`config.mk`:
```
export PLATFORM = sky130hd
export DESIGN_NAME = vga_rx_monitor
export DESIGN_NICKNAME = d
export VERILOG_FILES = /design/src/rtl/vga_rx_monitor.sv
export SDC_FILE = /design/constraint.sdc
export NUM_CORES = 1
export LEC_CHECK = 0
export CORE_MARGIN = 3
export CORE_UTILIZATION = 45
export DETAILED_ROUTE_END_ITERATION = 10
export PLACE_DENSITY = 0.74
export SETUP_SLACK_MARGIN = 0.05
export SLEW_MARGIN = 20
export SYNTH_ARGS = -nofsm -noshare
export SYNTH_HDL_FRONTEND = slang
export SYNTH_SLANG_ARGS = --single-unit
export TNS_END_PERCENT = 100
```
`constraint.sdc`:
```
create_clock -name clk -period 4.4 [get_ports clk]
set_input_delay 0.88 -clock clk [delete_from_list [all_inputs] [get_ports clk]]
set_output_delay 0.88 -clock clk [all_outputs]
set_load 0.05 [all_outputs]
```
`src/rtl/vga_rx_monitor.sv`:
```
// rtl/vga_rx_monitor.sv - TinyVGA receive monitor: timing lock, pixel coordinates, frame CRC
//
// Optional feature macro: VGA_RX_CRC_EN builds the per-frame CRC-16-CCITT;
// without it frame_crc is tied to 0.
//
// Ports:
//   clk          pixel clock (same clock as the video source)
//   rst_n        synchronous active-low reset
//   vga_in[7:0]  {hsync,B0,G0,R0,vsync,B1,G1,R1}, syncs active-low
//   locked       FSM is in LOCKED
//   pix_valid    active pixel while locked; qualifies x, y, rgb
//   x, y         recovered pixel coordinates
//   rgb          {R1,R0,G1,G0,B1,B0} of the pixel
//   frame_done   one-cycle pulse at each vsync rise while locked
//   h_total      last measured line period in cycles
//   v_total      last measured frame length in lines
//   err          one-cycle pulse on loss of lock
//   frame_crc    CRC of the last complete locked frame

module vga_rx_monitor #(
  parameter int H_BACK   = 48,
  parameter int H_ACTIVE = 640,
  parameter int V_BACK   = 33,
  parameter int V_ACTIVE = 480
) (
  input  logic        clk,
  input  logic        rst_n,
  input  logic [7:0]  vga_in,
  output logic        locked,
  output logic        pix_valid,
  output logic [9:0]  x,
  output logic [9:0]  y,
  output logic [5:0]  rgb,
  output logic        frame_done,
  output logic [9:0]  h_total,
  output logic [9:0]  v_total,
  output logic        err,
  output logic [15:0] frame_crc
);

  localparam logic [9:0] H_START = 10'(H_BACK);
  localparam logic [9:0] H_END   = 10'(H_BACK + H_ACTIVE);
  localparam logic [9:0] V_START = 10'(V_BACK);
  localparam logic [9:0] V_END   = 10'(V_BACK + V_ACTIVE);
  localparam logic [9:0] CNT_MAX = 10'd1023;

  typedef enum logic [1:0] {SEARCH, MEASURE, VERIFY, LOCKED} state_t;
  state_t state;

  logic [7:0] s1;
  logic       hs_prev, vs_prev;
  logic [9:0] hcnt_q, line_q, hcnt, line, h_meas;
  logic [9:0] h_ref, v_ref;
  logic       h_ref_ok, h_flag;
  logic       h_rise, v_rise, h_bad, timeout, active;
  logic [5:0] pix_rgb;

  assign h_rise  = s1[7] & ~hs_prev;
  assign v_rise  = s1[3] & ~vs_prev;
  assign pix_rgb = {s1[0], s1[4], s1[1], s1[5], s1[2], s1[6]};
  // hcnt_q holds the last count of the line that is ending, so +1 is its period
  assign h_meas  = hcnt_q + 10'd1;
  assign timeout = (hcnt == CNT_MAX);
  assign h_bad   = h_rise & h_ref_ok & (h_meas != h_ref);
  assign active  = (hcnt >= H_START) && (hcnt < H_END) &&
                   (line >= V_START) && (line < V_END);

  // Counters are resolved combinationally so they line up with the pixel in s1;
  // a coincident vsync edge clears the line count before hsync increments it.
  always_comb begin
    hcnt = hcnt_q;
    if (h_rise)
      hcnt = '0;
    else if (hcnt_q != CNT_MAX)
      hcnt = hcnt_q + 10'd1;
    line = v_rise ? '0 : line_q;
    if (h_rise && line != CNT_MAX)
      line = line + 10'd1;
  end

  // Sync registers reset to the idle (high) level so release never fakes an edge.
  always_ff @(posedge clk) begin
    if (!rst_n) begin
      s1      <= 8'h88;
      hs_prev <= 1'b1;
      vs_prev <= 1'b1;
      hcnt_q  <= '0;
      line_q  <= '0;
      h_total <= '0;
      v_total <= '0;
    end else begin
      s1      <= vga_in;
      hs_prev <= s1[7];
      vs_prev <= s1[3];
      hcnt_q  <= hcnt;
      line_q  <= line;
      if (h_rise) h_total <= h_meas;
      if (v_rise) v_total <= line_q;
    end
  end

  always_ff @(posedge clk) begin
    if (!rst_n) begin
      state      <= SEARCH;
      locked     <= 1'b0;
      err        <= 1'b0;
      frame_done <= 1'b0;
      h_ref      <= '0;
      v_ref      <= '0;
      h_ref_ok   <= 1'b0;
      h_flag     <= 1'b0;
    end else begin
      err        <= 1'b0;
      frame_done <= 1'b0;
      case (state)
        SEARCH: begin
          if (v_rise) begin
            state    <= MEASURE;
            h_ref_ok <= 1'b0;
            h_flag   <= 1'b0;
          end
        end
        MEASURE: begin
          if (h_rise && !h_ref_ok) begin
            h_ref    <= h_meas;
            h_ref_ok <= 1'b1;
          end
          if (h_bad) h_flag <= 1'b1;
          if (timeout) begin
            state <= SEARCH;
          end else if (v_rise) begin
            v_ref  <= line_q;
            h_flag <= 1'b0;
            // a frame with no complete line gives no usable h_ref
            state  <= (h_flag || h_bad || !h_ref_ok) ? SEARCH : VERIFY;
          end
        end
        VERIFY: begin
          if (h_bad) h_flag <= 1'b1;
          if (timeout) begin
            state <= SEARCH;
          end else if (v_rise) begin
            if (!h_flag && !h_bad && line_q == v_ref) begin
              state  <= LOCKED;
              locked <= 1'b1;
            end else begin
              state <= SEARCH;
            end
          end
        end
        LOCKED: begin
          if (v_rise) frame_done <= 1'b1;
          if (timeout || h_bad || (v_rise && line_q != v_ref)) begin
            err    <= 1'b1;
            state  <= SEARCH;
            locked <= 1'b0;
          end
        end
        default: begin
          state  <= SEARCH;
          locked <= 1'b0;
        end
      endcase
    end
  end

  always_ff @(posedge clk) begin
    if (!rst_n) begin
      pix_valid <= 1'b0;
      x         <= '0;
      y         <= '0;
      rgb       <= '0;
    end else begin
      pix_valid <= (state == LOCKED) && active;
      if (state == LOCKED && active) begin
        x   <= hcnt - H_START;
        y   <= line - V_START;
        rgb <= pix_rgb;
      end
    end
  end

`ifdef VGA_RX_CRC_EN
  logic [15:0] crc_q, crc_next;

  // Six bits per pixel, MSB first, unrolled into one cycle.
  always_comb begin
    crc_next = crc_q;
    for (int i = 5; i >= 0; i--) begin
      if (crc_next[15] ^ pix_rgb[i])
        crc_next = {crc_next[14:0], 1'b0} ^ 16'h1021;
      else
        crc_next = {crc_next[14:0], 1'b0};
    end
  end

  always_ff @(posedge clk) begin
    if (!rst_n) begin
      crc_q     <= 16'hFFFF;
      frame_crc <= '0;
    end else if (v_rise) begin
      if (state == LOCKED) frame_crc <= crc_q;
      crc_q <= 16'hFFFF;
    end else if (active) begin
      crc_q <= crc_next;
    end
  end
`else
  assign frame_crc = 16'h0000;
`endif

endmodule

```
======== Word level (Yosys, flattened, before mapping) ========
Index checks and enable logic that the tools add are counted.
word-level totals
  bits in registers ....................... 104
  output and inout bits ................... 66
  logic and storage cells ................. 105
cells by class
  add/sub/neg operators ................... 4
  order comparisons ....................... 4
  equality and inequality tests ........... 17
  muxes and demuxes ....................... 27
  bitwise operators ....................... 7
  reductions and logical operators ........ 27
operator list
  kind                                                                     count
  10-bit two-way mux                                                       4
  10-bit by 1-bit adder with 10-bit output (second input constant)         2
  10-bit by 6-bit >= comparator with 1-bit output (second input constant)  2
  10-bit < comparator (second input constant)                              2
  10-bit inequality test                                                   2
  10-bit inequality test (second input constant)                           2
  10-bit by 6-bit subtractor with 10-bit output (second input constant)    2
  2-bit two-way mux                                                        8
  2-bit inequality test (second input constant)                            6
  1-bit two-way mux                                                        11
  10-bit == test                                                           1
  10-bit == test (second input constant)                                   1
  1-bit logical AND                                                        9
  2-bit case mux with 4 select lines                                       1
  3-bit inequality test (second input constant)                            2
  2-bit AND reduction                                                      3
  3-bit AND reduction                                                      2
  5-bit AND reduction                                                      1
  1-bit bitwise AND                                                        4
  2-bit == test (second input constant)                                    2
  1-bit logical OR                                                         4
  1-bit case mux with 2 select lines                                       2
  4-bit AND reduction                                                      1
  2-bit nonzero test                                                       2
  other kinds (6)                                                          10

======== Logic depth before layout (Yosys ltp) ========
  depth in word-level cells ............... 11
  depth in mapped cells ................... 17
  gate-level depth less buffers ........... 14

======== Worst setup path before layout ========
Ideal clock, no wire load.
  path type ............................... reg-to-reg
  start ................................... register vs_prev
  end ..................................... register y[3]
  library setup time ...................... 0.088 ns
  data arrival time ....................... 3.669 ns
  data required time ...................... 4.312 ns
  setup slack ............................. 0.643 ns
  stages on the path, launching flop included .. 17
  path through ............................ dfxtp_1 nand2b_1 buf_4 clkbuf_1 nand2_1 inv_1 ha_1 nand3_2 o41ai_4 mux2i_1 ha_1 nand4b_1 a2111oi_4 a2bb2oi_2 nor2_4 buf_6 a311oi_2
between the ends
  cells in the longest elaborated chain, start to end .. 10
  elaborated cells on any way between the ends .. 13
ends and longest elaborated chain
  element                                                                           RTL line  text
  from (decl)                                                                       51        logic hs_prev, vs_prev;
  from (signal assigned)                                                            94        vs_prev <= s1[3];
  1-bit inverter *                                                                  59        assign v_rise = s1[3] & ~vs_prev;
  1-bit bitwise AND *                                                               59
  10-bit two-way mux *                                                              76        line = v_rise ? '0 : line_q;
  branches (longest 2 deep; another with 10-bit by 1-bit adder with 10-bit output)  n/a
  10-bit two-way mux *                                                              77        if (h_rise && line != CNT_MAX)
  10-bit by 6-bit >= comparator with 1-bit output                                   66        (line >= V_START) && (line < V_END);
  1-bit logical AND                                                                 65        assign active = (hcnt >= H_START) && (hcnt < H_END) &&
  1-bit logical AND                                                                 66
  1-bit logical AND                                                                 175       if (state == LOCKED && active) begin
  to (signal assigned)                                                              177       y <= line - V_START;
  to (decl)                                                                         32        output logic [9:0] y,
Every way passes the cells marked *.
A chain may end at the register's enable or synchronous reset.

======== Worst setup path in the final report ========
  start ................................... register line_q[0]
  end ..................................... register x[9]
between the ends
  cells in the longest elaborated chain, start to end .. 8
  elaborated cells on any way between the ends .. 10
ends and longest elaborated chain
  element                                                                           RTL line  text
  from (decl)                                                                       52        logic [9:0] hcnt_q, line_q, hcnt, line, h_meas;
  from (signal assigned)                                                            96        line_q <= line;
  10-bit two-way mux *                                                              76
  branches (longest 2 deep; another with 10-bit by 1-bit adder with 10-bit output)  n/a
  10-bit two-way mux *                                                              77
  10-bit by 6-bit >= comparator with 1-bit output                                   66
  1-bit logical AND                                                                 65
  1-bit logical AND *                                                               66
  1-bit logical AND *                                                               175
  to (signal assigned)                                                              176       x <= hcnt - H_START;
  to (decl)                                                                         31        output logic [9:0] x,
Marks and branches as above.

==> impl_metrics.py <==
metrics = {
    "place": {
        "hpwlAfterDp_mm": 9.185,
        "gp_congestion": 0.8711,
        "portBuffers": 59,
        "placed_area_mm2": 0.006000,
    },
    "grt": {
        "gr-usage-all-layers": 0.1967,
        "grt_max_degree": 71,
        "first_global_vias": 4342,
        "grt_pass1_wl_mm": 21.59,
        "overflow": 0,
        "antenna_found_initial": 0,
    },
    "clock_network": {
        "numCtsBuffers": 9,
        "holdBufCountCts": 0,
        "cts_max_path_buffers": 2,
        "cts_max_level": 3,
        "cts_root_buffer": "clkbuf_16",
        "clk_latency_ns": 0.34,
        "clk_pin_slew_ns": 0.07,
        "cts_setup_buffers": 0,
        "cts.sinks": 104,
        "cts_tree": "done",
    },
    "critical_path": {
        "crit_path_start_kind": "register",
        "reg2reg_from": "line_q[0]",
        "crit_type": "reg -> reg",
        "r2r_slack_ns": 0.51,
        "end_kind": "register",
        "reg2reg_to": "x[9]",
        "arrival_ns": 4.15,
        "rr_worst_depth": 13,
        "cp.required_ns": 4.66,
        "worstPathMaxFanout": 14,
    },
    "worst_hold_path": {
        "holdCritPathClass": "reg -> reg",
        "hold_path_depth": 2,
        "worstHoldStart": "s1[4]",
        "whs_endpoint": "rgb[4]",
    },
    "timing": {
        "timing.final.crit_period_ns": 3.894,
        "final-setup-viol-count": 0,
        "period_share": 0.8851,
        "maxSlewHeadroom": 0.4633,
        "finClkSkew_ns": 0.007804,
        "rsz0062_at_grt": "no",
        "maxSlewViolCount": 0,
        "fmax_ghz": 0.2568,
        "fin_tns_setup_ns": 0,
        "hold_violations": 0,
        "worst_slew_pin_slew_ns": 0.8051,
    },
    "layout": {
        "fill_cells": 1089,
        "diodes": 0,
        "drive_gt1_frac": 0.09474,
        "design_area_mm2": 0.006292,
        "syn_to_final_growth_pct": 15.29,
        "multi_input_area_mm2": 0.003024,
        "fin_nets": 679,
        "ff_latch_area_mm2": 0.002082,
    },
    "logic_synthesis": {
        "yosysTopAreaCell": "dfxtp_1",
        "netlist_instances": 628,
        "yosys-top-cells-area": "dfxtp_1, a21oi_1, nand2_1",
        "async_flop_share": 0,
        "syn_area_per_cell_um2": 8.691,
        "yosysTopAreaCellShare": 0.3815,
        "synthFlopType": "dfxtp_1",
        "yosysWarningCount": 0,
        "synth_cell_types": 85,
        "synth_area_mm2": 0.005458,
        "ys_seq_area_frac": 0.3815,
        "synth_edf_count": 0,
        "ys_ff_latch": 104,
    },
    "route": {
        "ant_nets": 0,
        "drcViolationCount": 0,
        "wl_per_cell_um": 16.01,
        "dr.first_iter.drc_count": 304,
        "vias": 4606,
        "dr.pass1.iters": 5,
        "top_layer_used": "met4",
        "wirelength_mm": 12.94,
        "wl_met3_um": 889,
        "wl_met1_mm": 5.967,
        "vias_per_cell": 5.700,
        "met2_length_mm": 5.960,
    },
    "floorplan": {
        "die_area_mm2": 0.01349,
        "initial_core_util": 0.4699,
        "die_h_um": 116.1,
        "rows": 39,
        "boundaryPins": 76,
        "coreArea_mm2": 0.01161,
        "die_w_um": 116.1,
    },
    "power_and_ir_drop": {
        "ir_worst_vdd_mv": 0.2299,
        "p_sw_frac": 0.2604,
        "p_sw_uw": 492.1,
        "combinationalPowerShare": 0.093,
        "power_density_mw_per_mm2": 300.3,
        "intPower_uw": 1398,
        "p_leak_uw": 0.002200,
        "p_seq_frac": 0.513,
        "clockPowerShare": 0.394,
    },
    "status": {
        "status": "completed",
    },
    "job": {
        "maxCapViolCount": 0,
    },
}
[placed cells by master, fill, tap and decap left out, types with 12 or more instances in the layout]
cell	count
dfxtp_1	104
clkdlybuf4s50_1	59
nand2_1	57
nor2_1	51
a21oi_1	49
nand3_1	30
xnor2_1	22
a211oi_1	19
and2_1	18
o21ai_1	17
conb_1	16
o21ai_0	15
mux2i_1	14
inv_1	13
xor2_1	12
buf_4	12
[through the flow]
stage	hold WS (ns)	cells	utilization	worst slack, ns	total power (uW)
final	0.4534	808	0.5418	0.5056	1890
after global placement	0.4350	792	0.5166	0.5899	1160
after floorplan	0.4280	643	-	0.6429	1132
after detailed placement	0.4444	792	0.5166	0.4176	1163
after global routing	0.4729	808	0.5418	0.1558	1962
after CTS	0.4537	808	0.5402	0.3832	1908
[critical path, cell delays in order, from the launching register on]
cell and delay, ns:
dfxtp_1 0.49, nand2_1 0.17, inv_1 0.09, ha_1 0.24, nand3_2 0.16, o41ai_4 0.47
mux2i_1 0.42, ha_1 0.31, nand4b_1 0.18, a2111oi_4 0.50, a2bb2oi_2 0.17, buf_4 0.22
nor2_4 0.12, a311oi_1 0.26
[how the worst max path moves through the flow]
stage                   start  endpoint  cells after the start
global route        line_q[0]      x[9]                     13
global placement    line_q[0]      y[3]                     13
CTS                 line_q[0]      y[3]                     13
detailed placement  line_q[0]      x[9]                     13
floorplan             vs_prev      y[3]                     16
finish              line_q[0]      x[9]                     13
[metal layers]
| metal | global-route usage | vias up |
|---|---|---|
| met5 | 0 | - |
| met4 | 0.04022 | 0 |
| met3 | 0.04560 | 13 |
| met2 | 0.3115 | 175 |
| met1 | 0.2768 | 2160 |
| li1 | - | 2258 |
[final cells by class]
class                      count  area share
sequential                   104      0.3309
clock buffer                  10     0.03639
tap                          143     0.02844
inverter                      14    0.008352
clock inverter                 6    0.007158
multi-input combinational    460      0.4806
timing repair buffer          71      0.1082
[cell families (layout without fill, tap and decap cells)]
kind of cell    Yosys count  count (layout)  share of synthesized area
simple gates            223             223                     0.2182
flops                   104             104                     0.3815
other cells               1              16                  0.0006871
mux                      14              14                    0.02568
compound gates          161             161                     0.2093
fa+ha+maj                 9               9                    0.02063
buf+inv                  79             101                    0.07909
xor+xnor                 37              37                    0.06488
[Yosys cell counts (all sizes together) (13+ instances only)]
library cell / n
buf: 44
nor2: 53
xnor2: 23
clkbuf: 21
and2: 18
dfxtp: 104
mux2i: 14
inv: 14
nand3: 31
a21oi: 54
nand2: 57
xor2: 13
o21ai: 32
a211oi: 23
[state kept, by name, indices dropped and copies added, names as in the netlist, 2 cells and up]
signal	cells
rgb	6
h_total	10
y	10
h_ref	10
v_total	10
hcnt_q	10
state	2
x	10
s1	8
line_q	10
v_ref	10
[power by group through the flow]
stage	sequential [uW]	combinational (uW)	clock, uW
2_1_floorplan	1000	132	0
3_3_place_gp	989	171	0
3_5_place_dp	990	173	0
4_1_cts	968	174	765
5_1_grt	970	191	801
6_report	969	176	745
[what timing repair did]
| action | CTS | global route |
|---|---|---|
| gates resized for setup | 0 | 1 |
| hold endpoints to repair | 0 | 0 |
| endpoints found under the setup margin | 0 | 5 |
(Power assumes the default switching activity.)
==> edit, RTL diff (config.mk and constraints unchanged) <==
Build with the macro `VGA_RX_CRC_EN` defined.
--- a/src/rtl/vga_rx_monitor.sv
+++ b/src/rtl/vga_rx_monitor.sv
@@ -16,6 +16,8 @@
 //   v_total      last measured frame length in lines
 //   err          one-cycle pulse on loss of lock
 //   frame_crc    CRC of the last complete locked frame
+
+`define VGA_RX_CRC_EN
 
 module vga_rx_monitor #(
   parameter int H_BACK   = 48,
Formal check against the unedited RTL: same outputs for any inputs over 10 cycles, from zero or initial values and one cycle with rst_n low; that may be too few to reach the edited logic, so the function may still have changed.
==> edit against the original RTL <==
Sequential cell count is 32 higher; power increased by 53%; wire length up 22%; synthesized area up 23%; setup slack got worse by 50 ps; via count is 22% higher; clock skew about the same; design area rose by 31%; largest cell class unchanged; largest power group is now clock.
==> edit: results (changes against the original RTL) <==
Outcome
  – Status: completed

GRT
  – Grt met3 use: 4.92% (+0.36 points)
  – GRT Max-Usage Layer: met2
  – GRT Total Usage: 19.7% (+0.055 points)
  – Vias in the first global route: 5257 (+21%)
  – First-pass GRT wire length: 26.3 mm (+22%)
  – Largest net degree at the start of global routing: 49 (-31%)
  – Met1 usage: 27.3% (-0.43 points)
  – Met2 Use GR: 30.1% (-1.0 points)

Detailed routing
  – WL/cell: 15.2 um (-4.9%)
  – DR iter-0 viols: 374 (+23%)
  – Vias per Instance: 5.42 (-4.9%)
  – Wl on met1: 7.36 mm (+23%)
  – Met2 routed WL: 7.30 mm (+23%)
  – Post-Route WL: 15.8 mm (+22%)
  – Routed length on met3: 937 um (+5.4%)

Power and ir drop
  – VDD IR max: 0.265 mV (+15%)
  – Power consumption: 2.88 mW (+53%)
  – Internal power: 2.24 mW (+61%)
  – Sequential power: 1.26 mW (+30%)
  – Clk network pwr share: 50.0% (+11 points)

CTS
  – H-tree Lvls: 4 (+1)
  – Skew-Pair Late Insertion Delay: 420 ps (+80 ps)
  – Sink Count: 136 (+31%)

Timing
  – Clock Skew: 7.60 ps (-0.205 ps)
  – Relative slew slack: 39.2% (-7.1 points)
  – WHS: 449 ps (-4.45 ps)

Setup path
  – Critical path's largest stage delay: 520 ps (+20 ps)
  – Reg2Reg Capture Point: x[3]
  – Critical Path Slowest Stage Cell: dfxtp_1
  – Crit Path Max Fanout: 13 (-1)
  – R2R setup slack: 460 ps (-50 ps)
  – Worst Path Arrival: 4250 ps (+100 ps)
  – Cells on worst reg2reg path: 14 (+1)
  – Critical R2R Launch: hcnt_q[1]

Layout
  – Non-CTS buffers: 97 (+37%)
  – Multi-input combinational area share: 44.8% (-3.2 points)
  – Clock buffer count: 23 (+13)
  – Sequential share of cell area: 32.9% (-0.16 points)
  – Final non-clock buffer share: 11.6% (+0.81 points)
  – Comb_multi_in: 579 (+26%)
  – Share of cells above drive strength 1: 8.76% (-0.71 points)
  – Inverters: 13 (-1)
  – Fill cell count: 1317 (+21%)
  – Clk tree area frac: 7.23% (+2.9 points)

Worst hold path
  – Hold Crit Start: frame_crc[13]
  – Hold Path Sink: frame_crc[13]

Yosys
  – Sequential area share after synthesis: 40.5% (+2.3 points)
  – Most area-consuming cells after synthesis: dfxtp_1 (40%), mux2i_1 (8.8%), nand2_1 (6.5%)
  – Cells after Synth: 783 (+25%)
  – Post-synthesis cell type count: 70 (-18%)

Placed design
  – Port Buffer Count: 75 (+27%)
  – Dpl ws: 173 ps (-244 ps)
  – Inst Count DP: 1004 (+27%)
  – Placer congestion estimate: 0.889 (+2.0%)
  – Post-DP HPWL: 10.9 mm (+18%)
-- edit: changes by cell type after synthesis, moves of 5 or more --
| cell | change |
|---|---|
| clkbuf_1 | +12 |
| mux2i_1 | +45 |
| dfxtp_1 | +32 |
| xor2_1 | +11 |
| nand2_1 | +59 |
| buf_2 | -9 |
| mux2_2 | +5 |
| nand3_1 | -16 |
| xnor2_1 | +11 |
| o21ai_1 | -16 |
| nor2_1 | +40 |
| buf_4 | -12 |
-- edit: worst max path at each step --
stage                         start   endpoint  depth (start not counted)
after detailed placement    vs_prev   crc_q[1]                         15
after global routing      hcnt_q[1]       x[3]                         14
after global placement      vs_prev  crc_q[13]                         15
after floorplan             vs_prev  crc_q[11]                         17
after CTS                   vs_prev   crc_q[1]                         15
final                     hcnt_q[1]       x[3]                         14
-- edit: logic make-up after synthesis --
| group | count (synthesis) | synth area share, % |
|---|---|---|
| xor gates and xnor gates | 56 | 7.29 |
| buffers and inverters | 68 | 4.84 |
| DFF | 136 | 40.5 |
| muxes | 64 | 9.62 |
| and+or+nand+nor | 311 | 22.2 |
| AOI/OAI and AO/OA | 138 | 13.7 |
| adders and majority gates | 10 | 1.86 |
-- edit: what timing repair did --
action	in CTS	in global routing
endpoints found under the hold margin	0	0
setup buffers	0	5
endpoints found under the setup margin	0	43
resized for setup	0	4
hold buffers	0	0
-- edit: per-stage QoR --
step	util (%)	area [sq um]
final	56.7	8270
after global routing	56.7	8270
after CTS	56.0	8160
after detailed placement	51.9	7560
after global placement	51.9	7560
after floorplan	-	6730
-- edit: critical path, delay by kind of cell, from the launching register on --
kind / cells / cell delay [ps]
mux: 1 / 320
compound gates: 6 / 1220
flops: 1 / 520
fa+ha+maj: 2 / 700
simple gates: 4 / 910
buf+inv: 1 / 150
